### config.mk
export PLATFORM = sky130hd
export DESIGN_NAME = fdiv_iter
export DESIGN_NICKNAME = d
export VERILOG_FILES = /design/src/rtl/fdiv_pkg.sv /design/src/rtl/fdiv_unpack.sv /design/src/rtl/fdiv_iter.sv
export SDC_FILE = /design/constraint.sdc
export NUM_CORES = 1
export LEC_CHECK = 0
export ABC_CLOCK_PERIOD_IN_PS = 6800
export CORE_ASPECT_RATIO = 1.4
export CORE_MARGIN = 1
export CORE_UTILIZATION = 40
export CTS_CLUSTER_DIAMETER = 60
export DETAILED_ROUTE_END_ITERATION = 12
export SYNTH_ARGS = -nofsm -noshare
export SYNTH_HDL_FRONTEND = slang
export SYNTH_SLANG_ARGS = --single-unit
### constraint.sdc
create_clock -name clk -period 6.8 [get_ports clk]
set_input_delay 1.36 -clock clk [delete_from_list [all_inputs] [get_ports clk]]
set_output_delay 1.36 -clock clk [all_outputs]
set_load 0.005 [all_outputs]
### src/rtl/fdiv_pkg.sv
// ============================================================================
// Module      : fdiv_pkg
// Description : Shared types and constants for the iterative FP divider.
// Revision    : 1.0 - initial release
// ============================================================================
`default_nettype none

package fdiv_pkg;

    typedef enum logic [1:0] {
        ST_IDLE  = 2'd0,
        ST_DIV   = 2'd1,
        ST_ROUND = 2'd2,
        ST_DONE  = 2'd3
    } state_t;

    typedef enum logic [1:0] {
        CLS_ZERO = 2'd0,
        CLS_NORM = 2'd1,
        CLS_INF  = 2'd2,
        CLS_NAN  = 2'd3
    } fp_class_t;

    localparam int FLAG_INVALID  = 4;
    localparam int FLAG_DIV0     = 3;
    localparam int FLAG_OVERFLOW = 2;
    localparam int FLAG_UNDERFLW = 1;
    localparam int FLAG_INEXACT  = 0;

    localparam int FP32_EXP_W = 8;
    localparam int FP32_MAN_W = 23;
    localparam int BF16_EXP_W = 8;
    localparam int BF16_MAN_W = 7;
    localparam int FP16_EXP_W = 5;
    localparam int FP16_MAN_W = 10;

    // Canonical quiet NaN {0, all-ones, 1, zeros}, right-aligned in 64 bits.
    function automatic logic [63:0] canon_nan(input int exp_w, input int man_w);
        logic [63:0] v;
        v = ((64'd1 << exp_w) - 64'd1) << man_w;
        v = v | (64'd1 << (man_w - 1));
        return v;
    endfunction

endpackage

`default_nettype wire

### src/rtl/fdiv_unpack.sv
// ============================================================================
// Module      : fdiv_unpack
// Description : Splits an operand into sign, exponent, significand and class.
// Revision    : 1.0 - initial release
// ============================================================================
`default_nettype none

module fdiv_unpack
    import fdiv_pkg::*;
#(
    parameter  int EXP_W = 8,
    parameter  int MAN_W = 23,
    localparam int DW    = 1 + EXP_W + MAN_W
) (
    input  logic [DW-1:0]    i_op,
    output logic             o_sign,
    output logic [EXP_W-1:0] o_exp,
    output logic [MAN_W:0]   o_sig,
    output fp_class_t        o_cls
);

    logic [MAN_W-1:0] w_frac;

    assign o_sign = i_op[DW-1];
    assign o_exp  = i_op[DW-2 -: EXP_W];
    assign w_frac = i_op[MAN_W-1:0];
    assign o_sig  = {1'b1, w_frac};

    // Zero exponent flushes to zero; subnormals are not represented.
    always_comb begin
        o_cls = CLS_NORM;
        if (o_exp == '0)
            o_cls = CLS_ZERO;
        else if (&o_exp)
            o_cls = (w_frac == '0) ? CLS_INF : CLS_NAN;
    end

endmodule

`default_nettype wire

### src/rtl/fdiv_iter.sv
// ============================================================================
// Module      : fdiv_iter
// Description : Multi-cycle radix-2 restoring FP divider, RNE rounding.
//               Define FDIV_ITER_FLAGS_EN to add the out_flags port.
// Revision    : 1.0 - initial release
// ============================================================================
`default_nettype none

module fdiv_iter
    import fdiv_pkg::*;
#(
    parameter  int EXP_W = 8,
    parameter  int MAN_W = 23,
    localparam int DW    = 1 + EXP_W + MAN_W
) (
    input  logic          clk,
    input  logic          rst,
    input  logic          in_valid,
    output logic          in_ready,
    input  logic [DW-1:0] in_a,
    input  logic [DW-1:0] in_b,
    output logic          out_valid,
    input  logic          out_ready,
    output logic [DW-1:0] out_q
`ifdef FDIV_ITER_FLAGS_EN
    ,
    output logic [4:0]    out_flags
`endif
);

    localparam int c_CNT_W = $clog2(MAN_W + 4);
    localparam int c_EW    = EXP_W + 2;
    localparam logic [c_CNT_W-1:0]     c_CNT_LAST = c_CNT_W'(MAN_W + 2);
    localparam logic signed [c_EW-1:0] c_BIAS     = c_EW'((1 << (EXP_W - 1)) - 1);
    localparam logic signed [c_EW-1:0] c_EXP_MAX  = c_EW'((1 << EXP_W) - 1);
    localparam logic signed [c_EW-1:0] c_ONE      = c_EW'(1);
    localparam logic [DW-1:0]          c_QNAN     = DW'(canon_nan(EXP_W, MAN_W));

    state_t                  r_state, w_next;
    logic [c_CNT_W-1:0]      r_cnt;
    logic                    r_sign;
    logic signed [c_EW-1:0]  r_exp;
    fp_class_t               r_cls_a, r_cls_b;
    logic [MAN_W:0]          r_mb;
    logic [MAN_W+1:0]        r_rem;
    logic [MAN_W+2:0]        r_q;
    logic [DW-1:0]           r_out_q;

    logic                    w_sign_a, w_sign_b;
    logic [EXP_W-1:0]        w_exp_a, w_exp_b;
    logic [MAN_W:0]          w_sig_a, w_sig_b;
    fp_class_t               w_cls_a, w_cls_b;

    fdiv_unpack #(.EXP_W(EXP_W), .MAN_W(MAN_W)) u_unpack_a (
        .i_op(in_a), .o_sign(w_sign_a), .o_exp(w_exp_a), .o_sig(w_sig_a), .o_cls(w_cls_a)
    );
    fdiv_unpack #(.EXP_W(EXP_W), .MAN_W(MAN_W)) u_unpack_b (
        .i_op(in_b), .o_sign(w_sign_b), .o_exp(w_exp_b), .o_sig(w_sig_b), .o_cls(w_cls_b)
    );

    always_ff @(posedge clk) begin
        if (rst) r_state <= ST_IDLE;
        else     r_state <= w_next;
    end

    always_comb begin
        w_next = r_state;
        case (r_state)
            ST_IDLE:  if (in_valid) w_next = ST_DIV;
            ST_DIV:   if (r_cnt == c_CNT_LAST) w_next = ST_ROUND;
            ST_ROUND: w_next = ST_DONE;
            ST_DONE:  if (out_ready) w_next = ST_IDLE;
            default:  w_next = ST_IDLE;
        endcase
    end

    always_comb begin
        in_ready  = (r_state == ST_IDLE);
        out_valid = (r_state == ST_DONE);
    end

    assign out_q = r_out_q;

    // One restoring step: compare, conditionally subtract, shift.
    logic             w_ge;
    logic [MAN_W+1:0] w_sub;
    assign w_ge  = (r_rem >= {1'b0, r_mb});
    assign w_sub = r_rem - {1'b0, r_mb};

    logic                   w_norm, w_g, w_s, w_inc, w_nan_case;
    logic [MAN_W:0]         w_keep;
    logic [MAN_W+1:0]       w_rsig;
    logic [MAN_W-1:0]       w_frac;
    logic signed [c_EW-1:0] w_e1, w_e2;
    logic [DW-1:0]          w_res;

    assign w_norm = r_q[MAN_W+2];
    assign w_keep = w_norm ? r_q[MAN_W+2:2] : r_q[MAN_W+1:1];
    assign w_g    = w_norm ? r_q[1] : r_q[0];
    assign w_s    = (w_norm & r_q[0]) | (|r_rem);
    assign w_e1   = w_norm ? r_exp : r_exp - c_ONE;
    assign w_inc  = w_g & (w_keep[0] | w_s);
    assign w_rsig = {1'b0, w_keep} + {{(MAN_W+1){1'b0}}, w_inc};
    assign w_frac = w_rsig[MAN_W+1] ? w_rsig[MAN_W:1] : w_rsig[MAN_W-1:0];
    assign w_e2   = w_rsig[MAN_W+1] ? w_e1 + c_ONE : w_e1;

    assign w_nan_case = (r_cls_a == CLS_NAN) || (r_cls_b == CLS_NAN)
                     || (r_cls_a == CLS_ZERO && r_cls_b == CLS_ZERO)
                     || (r_cls_a == CLS_INF  && r_cls_b == CLS_INF);

`ifdef FDIV_ITER_FLAGS_EN
    logic [4:0] w_flags, r_flags;
`endif

    always_comb begin
        w_res = {r_sign, w_e2[EXP_W-1:0], w_frac};
`ifdef FDIV_ITER_FLAGS_EN
        w_flags               = '0;
        w_flags[FLAG_INEXACT] = w_g | w_s;
`endif
        if (w_nan_case) begin
            w_res = c_QNAN;
`ifdef FDIV_ITER_FLAGS_EN
            w_flags               = '0;
            w_flags[FLAG_INVALID] = 1'b1;
`endif
        end else if (r_cls_a == CLS_NORM && r_cls_b == CLS_ZERO) begin
            w_res = {r_sign, {EXP_W{1'b1}}, {MAN_W{1'b0}}};
`ifdef FDIV_ITER_FLAGS_EN
            w_flags            = '0;
            w_flags[FLAG_DIV0] = 1'b1;
`endif
        end else if (r_cls_a == CLS_INF) begin
            w_res = {r_sign, {EXP_W{1'b1}}, {MAN_W{1'b0}}};
`ifdef FDIV_ITER_FLAGS_EN
            w_flags = '0;
`endif
        end else if (r_cls_a == CLS_ZERO || r_cls_b == CLS_INF) begin
            w_res = {r_sign, {(DW-1){1'b0}}};
`ifdef FDIV_ITER_FLAGS_EN
            w_flags = '0;
`endif
        end else if (w_e2 >= c_EXP_MAX) begin
            w_res = {r_sign, {EXP_W{1'b1}}, {MAN_W{1'b0}}};
`ifdef FDIV_ITER_FLAGS_EN
            w_flags[FLAG_OVERFLOW] = 1'b1;
            w_flags[FLAG_INEXACT]  = 1'b1;
`endif
        end else if (w_e2[c_EW-1] || w_e2 == '0) begin
            w_res = {r_sign, {(DW-1){1'b0}}};
`ifdef FDIV_ITER_FLAGS_EN
            w_flags[FLAG_UNDERFLW] = 1'b1;
            w_flags[FLAG_INEXACT]  = 1'b1;
`endif
        end
    end

    always_ff @(posedge clk) begin
        if (rst) begin
            r_cnt   <= '0;
            r_sign  <= 1'b0;
            r_exp   <= '0;
            r_cls_a <= CLS_ZERO;
            r_cls_b <= CLS_ZERO;
            r_mb    <= '0;
            r_rem   <= '0;
            r_q     <= '0;
            r_out_q <= '0;
        end else begin
            case (r_state)
                ST_IDLE: if (in_valid) begin
                    r_cnt   <= '0;
                    r_sign  <= w_sign_a ^ w_sign_b;
                    r_exp   <= $signed({2'b00, w_exp_a}) - $signed({2'b00, w_exp_b}) + c_BIAS;
                    r_cls_a <= w_cls_a;
                    r_cls_b <= w_cls_b;
                    r_mb    <= w_sig_b;
                    r_rem   <= {1'b0, w_sig_a};
                    r_q     <= '0;
                end
                ST_DIV: begin
                    r_cnt <= r_cnt + 1'b1;
                    r_q   <= {r_q[MAN_W+1:0], w_ge};
                    r_rem <= w_ge ? {w_sub[MAN_W:0], 1'b0} : {r_rem[MAN_W:0], 1'b0};
                end
                ST_ROUND: r_out_q <= w_res;
                default: ;
            endcase
        end
    end

`ifdef FDIV_ITER_FLAGS_EN
    always_ff @(posedge clk) begin
        if (rst)                     r_flags <= '0;
        else if (r_state == ST_ROUND) r_flags <= w_flags;
    end
    assign out_flags = r_flags;
`endif

endmodule

`default_nettype wire

* Word level (Yosys, flattened, before mapping)
Index checks and enable logic that the tools add are counted.
Cells by class: divide/modulo/power cells 0, add/sub/neg operators 7, reductions and logical operators 23, eq/ne operators 12, shifts and indexed selects 0, $mul 0, bitwise gates (word level) 5, magnitude comparators 2, multiplexer cells 28
Operators with widths (number):
- two-way mux 31 bit | 5
- case mux 26 bit (2 select lines) | 1
- two-way mux 25 bit | 2
- case mux 25 bit (2 select lines) | 1
- zero test 23 bit | 2
- two-way mux 32 bit | 1
- two-way mux 26 bit | 1
- adder 24 x 1 -> 25 bit | 1
- >= comparator 25 x 24 -> 1 bit | 1
- OR reduction 25 bit | 1
- two-way mux 24 bit | 1
- subtractor 24 bit | 1
- two-way mux 23 bit | 1
- two-way mux 10 bit | 2
- zero test 8 bit | 2
- AND reduction 8 bit | 2
- two-way mux 2 bit | 7
- equality test 2 bit (second input constant) | 6
- adder 10 x 2 -> 10 bit (second input constant) | 1
- adder 9 x 8 -> 10 bit (second input constant) | 1
- >= comparator 10 x 9 -> 1 bit (second input constant) | 1
- zero test 10 bit | 1
- case mux 5 bit (2 select lines) | 1
- subtractor 10 x 2 -> 10 bit (second input constant) | 1
- other kinds (18) | 33
Word-level totals: output and inout bits 34, bits in registers 129, ROM bits 0, input port bits 68, memories kept 0, RAM bits 0, logic and storage cells 87, bits in latches 0

* Logic depth before layout (Yosys ltp)
Gate-level depths: netlist of the first run.
depth in word-level cells 14, depth in mapped cells 18, mapped depth without buffers 12

* Cells and area by module
Synthesis of the first run repeated with hierarchy kept, for this count alone.
Second synthesis, totals: cell total of the unflattened synthesis 1192, area total of the unflattened synthesis 9442.8 um2
Modules (own cells, without submodules):
- fdiv_iter | times used 1, seq. area each 2582.5 um2, cells each 1096, area each 8747.1 um2
- fdiv_unpack | times used 2, seq. area each 0.0 um2, cells each 48, area each 347.8 um2

* Worst setup path before layout of the first run
No wires, ideal clock.
path type reg2reg, start reg r_q[25], end reg r_out_q[16] (netlist: out_q[16]), clock period less this slack 4744 ps, data required time 6677 ps, library setup time 123 ps, arrival time 4621 ps, buffers on the path 6, slack 2056 ps, cell stages (with the launch flop) 18, cells stage by stage dfxtp_1 -> buf_6 -> buf_2 -> buf_1 -> buf_1 -> clkbuf_1 -> mux2i_1 -> nor2b_1 -> ha_1 -> nand2_1 -> nor4b_4 -> nand4_4 -> or4b_1 -> and2_4 -> or3b_4 -> o41ai_4 -> buf_6 -> o41ai_2
On the way: longest elaborated chain between the ends 14, elaborated cells on any way between the ends 20, those cells by class add/sub: 2; order compare: 1; mux: 11; bitwise: 4; reduce/logical: 2
RTL lines:
- start, declared | RTL line fdiv_iter.sv:46 | logic [MAN_W+2:0] r_q;
- start signal, assigned | RTL line fdiv_iter.sv:183 | r_q <= {r_q[MAN_W+1:0], w_ge};
- parallel branches: the longest is 9 deep, another holds adder 24 x 1 -> 25 bit
- two-way mux 31 bit * | RTL line fdiv_iter.sv:143 | end else if (w_e2 >= c_EXP_MAX) begin
- two-way mux 31 bit * | RTL line fdiv_iter.sv:138 | end else if (r_cls_a == CLS_ZERO || r_cls_b == CLS_INF) begin
- two-way mux 31 bit * | RTL line fdiv_iter.sv:133 | end else if (r_cls_a == CLS_INF) begin
- two-way mux 31 bit * | RTL line fdiv_iter.sv:127 | end else if (r_cls_a == CLS_NORM && r_cls_b == CLS_ZERO) begin
- two-way mux 32 bit * | RTL line fdiv_iter.sv:121 | if (w_nan_case) begin
- end signal, assigned | RTL line fdiv_iter.sv:186 | ST_ROUND: r_out_q <= w_res;
- end, declared | RTL line fdiv_iter.sv:47 | logic [DW-1:0] r_out_q;
Mark *: on every way between the ends. A chain may end at the register's enable or synchronous reset.

* Final worst setup path of the first run
start reg r_q[25], end reg r_out_q[24] (netlist: out_q[24])
On the way: longest elaborated chain between the ends 14, elaborated cells on any way between the ends 19, those cells by class add/sub: 2; order compare: 1; mux: 10; bitwise: 4; reduce/logical: 2
RTL lines:
- AND 1 bit | RTL line fdiv_iter.sv:100 | assign w_s = (w_norm & r_q[0]) | (|r_rem);
- bitwise OR 1 bit | RTL line fdiv_iter.sv:100
- bitwise OR 1 bit | RTL line fdiv_iter.sv:102 | assign w_inc = w_g & (w_keep[0] | w_s);
- AND 1 bit | RTL line fdiv_iter.sv:102
- adder 24 x 1 -> 25 bit | RTL line fdiv_iter.sv:103 | assign w_rsig = {1'b0, w_keep} + {{(MAN_W+1){1'b0}}, w_inc};
- two-way mux 10 bit * | RTL line fdiv_iter.sv:105 | assign w_e2 = w_rsig[MAN_W+1] ? w_e1 + c_ONE : w_e1;
- parallel branches: the longest is 3 deep, another holds >= comparator 10 x 9 -> 1 bit
- two-way mux 31 bit * | RTL line fdiv_iter.sv:143
- two-way mux 31 bit * | RTL line fdiv_iter.sv:138
- two-way mux 31 bit * | RTL line fdiv_iter.sv:133
- two-way mux 31 bit * | RTL line fdiv_iter.sv:127
- two-way mux 32 bit * | RTL line fdiv_iter.sv:121
Marked as above.

==> results.cfg, run 1 <==
[outcome]
outcome = finished clean

[drt]
ant_nets = 0
routed_wl_per_cell_um = 17.2
drt_pre_antenna_iters = 5
viasPerCell = 5.72
route.vias.total = 8828
drt-total-wl_um = 26600
number_of_design_rule_violations_left_by_the_first_detailed_router_iteration = 472
drc = 0

[clock_tree]
ctsHtreeMaxLevel = 4
ctsRootBufferMaster = clkbuf_16
resized_after_cts = 0
tritoncts = yes
cts_made_buffers = 17
cts-hold-fix-buffers = 0
clk_transition_reported_paths_ps = 60
clock_sinks = 129
cts.path.max_buffers = 2
worstSkewPairLatency_ps = 420
cts_setup_buffers = 0

[synth]
synth_simple_gate_area_share_pct = 23.9
ys.warnings.count = 0
synth_flop_cell = dfxtp_1
net_count_synth = 1285
yosysSeqAreaShare_pct = 28.3
synth.mux.area_fraction_pct = 4.42
synth.ff_latch_count = 129
post_synth_instance_area_um2 = 9110
synth_async_sr_flop_share_pct = 0
edff_count_synth = 0
synth_xor_area_share_pct = 5.86
post_synth_inst_count = 1173
share_of_the_synthesized_area_in_compound_gates_ao_oa_aoi_oai_pct = 24.7
post_synth.cell_area_avg_um2 = 7.77
synth_top_family_by_area = compound AO/OA/AOI/OAI gates
synth_cell_types = 89
yosys.area_share.adder_pct = 6.21

[placed_design]
placed_cells = 1512
detailed_place_hpwl_um = 20100
place.port_buffers = 101
gp_congestion = 0.897

[final_layout]
finalNonFillerCells = 1544
syn_to_final_growth_pct = 19.1
diodes = 0
final_net_count = 1342
final.fill_count = 2300
final_layout_size_suffix_gt1_share_pct = 6.68

[timing]
fmax_ghz = 0.235
worstMarginPinSlew_ps = 820
final.period_utilization_pct = 62.5
clock_skew_ps = 12.0
setup_viol = 0
rsz0062_at_grt = false
accumulated_negative_setup_slack_ps = 0
slew-limit-headroom_pct = 45.1
timing.final.crit_period_ps = 4250
final-max-slew-violation-count = 0
hold_viol_final = 0

[power]
report.power.total_uw = 4900
power_density_nw_per_um2 = 452
static-leakage-power_uw = 0.00379
ir_drop_mv = 0.304

[floorplan]
placeableCoreArea_um2 = 22400
floorplan.die.width_um = 130
floorplan.die.height_um = 181
std_cell_rows = 65
die_area_um2 = 23400
num_io_pins = 102
start_util_pct = 40.6

[critical_path]
setup.worst_path.class = reg2reg
critical_path_peak_fanout = 40
crit_arrival_ps = 4580
cpMaxStageDelayCell = nor2_1
setup.worst_path.end_class = register
worstPathBufferInverterCount = 2
timing.critical_path.from_type = register
critical_path_required_ps = 7130
critical_path.max_stage_delay_ps = 720
ordered_cell_list_for_the_critical_path = buf_4, mux2_2, nor4bb_1, nand3_1, nor2_1, o2111ai_1, a211oi_2, buf_4, o21ai_0, a311oi_1
timing.critical_path.mode_cell = buf_4
critical_path.top_delay_family = simple AND/OR/NAND/NOR gates

[global_routing]
grt_first_pass_wirelength_um = 42700
grt_max_degree = 70
grt_usage_pct = 23.1
grt_pass1_vias = 8285
antenna_found_initial = 0
grt-ovfl-total = 0

[flow_run]
max-cap-violations = 0

[min_path]
worst_min_delay_path_category = reg2reg
-- final timing paths --
| kind | from | to | slack (ps) | depth (start not counted) |
|---|---|---|---|---|
| worst min register to register | out_q[11] | out_q[11] | 450 | 2 |
| worst max-delay path | r_q[25] | out_q[24] | 2550 | 10 |
| worst max register to register | r_q[25] | out_q[24] | 2550 | 10 |
| worst min-delay path | out_q[11] | out_q[11] | 450 | 2 |
-- state kept, by name (all words and copies together) (netlist names) --
name / count
r_cls_a: 2
r_state: 2
out_q: 32
r_exp: 10
r_rem: 25
r_sign: 1
r_q: 26
r_mb: 24
r_cls_b: 2
r_cnt: 5
-- cells in the mapped netlist (all sizes together), types with 6 or more instances --
| library cell | instances | area share, % |
|---|---|---|
| o21a | 8 | 0.66 |
| o22ai | 15 | 1.0 |
| o31ai | 23 | 2.0 |
| nor4 | 29 | 2.1 |
| or4 | 6 | 0.55 |
| nand2b | 9 | 0.62 |
| mux2i | 32 | 3.5 |
| a22oi | 43 | 3.5 |
| a211oi | 27 | 2.3 |
| nor3 | 20 | 1.3 |
| nand4 | 21 | 1.6 |
| nand3 | 34 | 1.9 |
| and2 | 7 | 0.52 |
| o211ai | 9 | 0.74 |
| inv | 66 | 2.7 |
| a31oi | 7 | 0.48 |
| xnor2 | 44 | 4.2 |
| mux2 | 7 | 0.91 |
| or3 | 11 | 0.76 |
| a311oi | 14 | 1.3 |
| a21oi | 75 | 4.1 |
| o41ai | 9 | 1.2 |
| nand2 | 131 | 5.4 |
| clkbuf | 59 | 2.5 |
| a21o | 9 | 0.74 |
| buf | 17 | 1.3 |
| nor2 | 115 | 4.7 |
| nor2b | 9 | 0.62 |
| and3 | 10 | 0.69 |
| dfxtp | 129 | 28 |
| o21ai | 44 | 2.4 |
| xor2 | 17 | 1.6 |
| ha | 42 | 5.8 |
-- logic make-up (layout without fill, tap and decap cells) --
logic type,Yosys count,count (layout)
compound gates,326,326
xor+xnor,61,61
fa+ha+maj,44,44
mux,39,39
simple gates,430,430
buf+inv,144,214
flops,129,129
-- cells in the final DEF, fill, tap and decap left out, drive strengths merged, types with 8 or more instances in the layout --
cell / instances
or3: 11
buf: 15
nand2b: 9
mux2i: 32
a22oi: 43
nand3: 34
a21oi: 75
inv: 66
ha: 42
nor2: 115
clkbuf: 19
nor2b: 9
dfxtp: 129
o211ai: 9
xnor2: 44
o21ai: 44
and3: 10
nor3: 20
o22ai: 15
xor2: 17
nand2: 131
a311oi: 14
a21o: 9
o41ai: 9
nor4: 29
o21a: 8
clkdlybuf4s50: 100
o31ai: 23
a211oi: 27
nand4: 21
-- layer usage --
layer	share of wire, %	vias up	global-route usage [%]
li1	-	4416	-
met1	41	4120	26.1
met2	51	240	41.7
met3	3.5	52	2.67
met4	4.7	0	12.5
met5	0	-	0
-- per-stage QoR --
stage / setup WS (ps) / hold slack, ps / util [%] / cell area (um2)
floorplan: 2060 / 436 / - / 9110
global placement: 2560 / 436 / 45.7 / 10300
detailed placement: 2520 / 437 / 45.7 / 10300
CTS: 2570 / 452 / 48.3 / 10900
global route: 2140 / 468 / 48.3 / 10900
finish: 2550 / 445 / 48.3 / 10900
-- tightest hold or removal path: stages (launching register included) --
cell     delay, ps
dfxtp_1        320
nand2_1         50
o31ai_1         50
-- where the power goes --
part | leakage [uW] | internal, uW | switching, uW | total (uW)
registers | 0.00105 | 909 | 184 | 1090
clock network | 0.000275 | 576 | 360 | 936
logic | 0.00247 | 1190 | 1690 | 2880
-- cell type report --
type | instances | area (um2) | area share [%]
Inverter | 67 | 251 | 2.32
Clock inverter | 13 | 164 | 1.51
Tap cell | 301 | 377 | 3.47
Clock buffer | 19 | 433 | 3.99
Multi-Input combinational cell | 900 | 5930 | 54.6
Timing Repair Buffer | 115 | 1110 | 10.3
Sequential cell | 129 | 2580 | 23.8
Power figures use the tool's default switching activity.
==> run 2, diff against run 1 <==
--- a/config.mk
+++ b/config.mk
@@ -5,7 +5,7 @@
 export SDC_FILE = /design/constraint.sdc
 export NUM_CORES = 1
 export LEC_CHECK = 0
-export ABC_CLOCK_PERIOD_IN_PS = 6800
+export ABC_CLOCK_PERIOD_IN_PS = 3750
 export CORE_ASPECT_RATIO = 1.4
 export CORE_MARGIN = 1
 export CORE_UTILIZATION = 40
==> constraint.sdc (replaced) <==
create_clock -name clk -period 3.75 [get_ports clk]
set_input_delay 0.75 -clock clk [delete_from_list [all_inputs] [get_ports clk]]
set_output_delay 0.75 -clock clk [all_outputs]
set_load 0.005 [all_outputs]
==> run 2 against run 1 <==
  * Combinational power up 89%
  * Die area unchanged
  * Hold slack improved by 3.7 ps
  * First-iteration DRC count grew 14%
  * Largest power group unchanged
  * Cell count is 1.7% higher
  * Core utilization increased by 1.1 points
  * Critical endpoint is now out_q[4]
  * Via count up 1.4%
==> results.cfg, run 2 (synthesis gave the netlist of run 1 again) <==
[timing]
setup_viol = 0
final-max-slew-violation-count = 0
clock_skew_ps = 9.59
accumulated_negative_setup_slack_ps = 0
timing.final.crit_period_ps = 3510
slew-limit-headroom_pct = 39.1
hold_viol_final = 0
worstMarginPinSlew_ps = 913
fmax_ghz = 0.285
final.period_utilization_pct = 93.6
rsz0062_at_grt = false

[power]
comb_power_share_pct = 59.9
p_seq_share_pct = 21.5
power_density_nw_per_um2 = 817
ir_drop_mv = 0.565
static-leakage-power_uw = 0.00395
power.switching_fraction_pct = 45.4
power.share.clock_pct = 18.5
power.net_switching_uw = 4120
p_int_uw = 4950

[drt]
route.vias.total = 8954
drt-total-wl_um = 27500
ant_nets = 0
drc = 0
routed_wl_per_cell_um = 17.5
viasPerCell = 5.70
drt_pre_antenna_iters = 5
number_of_design_rule_violations_left_by_the_first_detailed_router_iteration = 537

[floorplan]
std_cell_rows = 65
start_util_pct = 40.6
placeableCoreArea_um2 = 22400
die_area_um2 = 23400
floorplan.die.height_um = 181
floorplan.die.width_um = 130
num_io_pins = 102

[clock_tree]
clk_transition_reported_paths_ps = 60
clock_sinks = 129
cts_made_buffers = 17
ctsHtreeMaxLevel = 4
ctsRootBufferMaster = clkbuf_16
cts.path.max_buffers = 2
worstSkewPairLatency_ps = 430
tritoncts = yes

[final_layout]
final_layout_size_suffix_gt1_share_pct = 8.67
finalCoreUtilization_pct = 49.5
final.fill_count = 2323
sequential_cell_area_um2 = 2590
diodes = 0
final_net_count = 1370
flip_flop_count_of_the_largest_register_after_layout = 32
most_common_library_cell_in_the_layout_ignoring_fill_and_taps = nand2_1
layout.cells.most_common_list = nand2_1, dfxtp_1, nor2_1
syn_to_final_growth_pct = 21.9
postLayoutCellArea_um2 = 11100
finalNonFillerCells = 1570
multi_input_comb_area_um2 = 5970

[critical_path]
worstPathBufferInverterCount = 2
r2r_startpoint = r_q[25]
critPathLaunch = r_q[25]
setup.worst_path.class = reg2reg
timing.critical_path.from_type = register
critical_path_required_ps = 4040
crit_arrival_ps = 3800
critical_path_peak_fanout = 23
cpMaxStageDelayCell = or4b_1
critical_path.max_stage_delay_ps = 490
critical_path.top_delay_family = simple AND/OR/NAND/NOR gates
ordered_cell_list_for_the_critical_path = mux2i_1, nor2b_1, ha_2, nand2_2, nor4b_4, nand4_4, buf_4, or4b_1, and2_4, or3b_4, o41ai_4, buf_12, o31ai_1
setup.worst_path.end_class = register

[global_routing]
grt_first_pass_wirelength_um = 44400
grt_pass1_vias = 8534
antenna_found_initial = 1
grt_max_degree = 80
grt_usage_pct = 24.2
grt-ovfl-total = 0

[min_path]
holdCritStartpoint = out_q[1]
worst_min_delay_path_category = reg2reg

[placed_design]
placed_cells = 1538
detailed_place_hpwl_um = 20700
gp_congestion = 0.933
postPlaceCellArea_um2 = 10500
place.port_buffers = 101

[flow_run]
max-cap-violations = 0

[outcome]
outcome = finished clean
## run 2: worst paths after layout
check             endpoint  slack (ps)  cells past startpoint
setup / recovery  out_q[4]         240                     13
hold / removal    out_q[1]         450                      2
setup reg to reg  out_q[4]         240                     13
hold reg to reg   out_q[1]         450                      2
## run 2: final cells by class
cell class	instances	area share (%)
clock buffers	23	4.22
repair buffers	142	12.1
flip-flops and latches	129	23.3
multi-input cells	901	53.8
well taps	301	3.39
inverters	67	2.27
clock inverters	7	0.992
## run 2: timing repair
item	4_1_cts	5_1_grt
endpoints found under the setup margin	4	6
gates cloned	1	0
pin swaps	1	0
hold buffers	0	0
buffers inserted	1	0
gates resized for setup	1	2
## run 2: through the flow
step                power (uW)  worst slack [ps]  hold slack (ps)
floorplan                 5850              -277              436
global placement          7270             -39.6              437
detailed placement        7290              -172              442
CTS                       9080               151              455
global route              9750              7.03              470
finish                    9080               241              449
## run 2: tightest hold or removal path, delay by kind of cell, from the launching register on
kind               cells  cell delay, ps
AOI/OAI and AO/OA      1              50
DFF                    1             320
and+or+nand+nor        1              50
## run 2: power by group through the flow
stage               clock network (uW)  logic [uW]  registers (uW)
floorplan                            0        4010            1840
global placement                     0        5300            1970
detailed placement                   0        5320            1970
CTS                               1710        5420            1950
global route                      1760        6000            1990
finish                            1680        5440            1950
## run 2: routing by layer
metal / vias up / share of wire (%) / GRT usage, %
met4: 2 / 5.5 / 14.9
met5: - / 0.040 / 0
li1: 4458 / - / -
met2: 248 / 51 / 42.7
met3: 67 / 3.8 / 3.59
met1: 4179 / 40 / 26.8
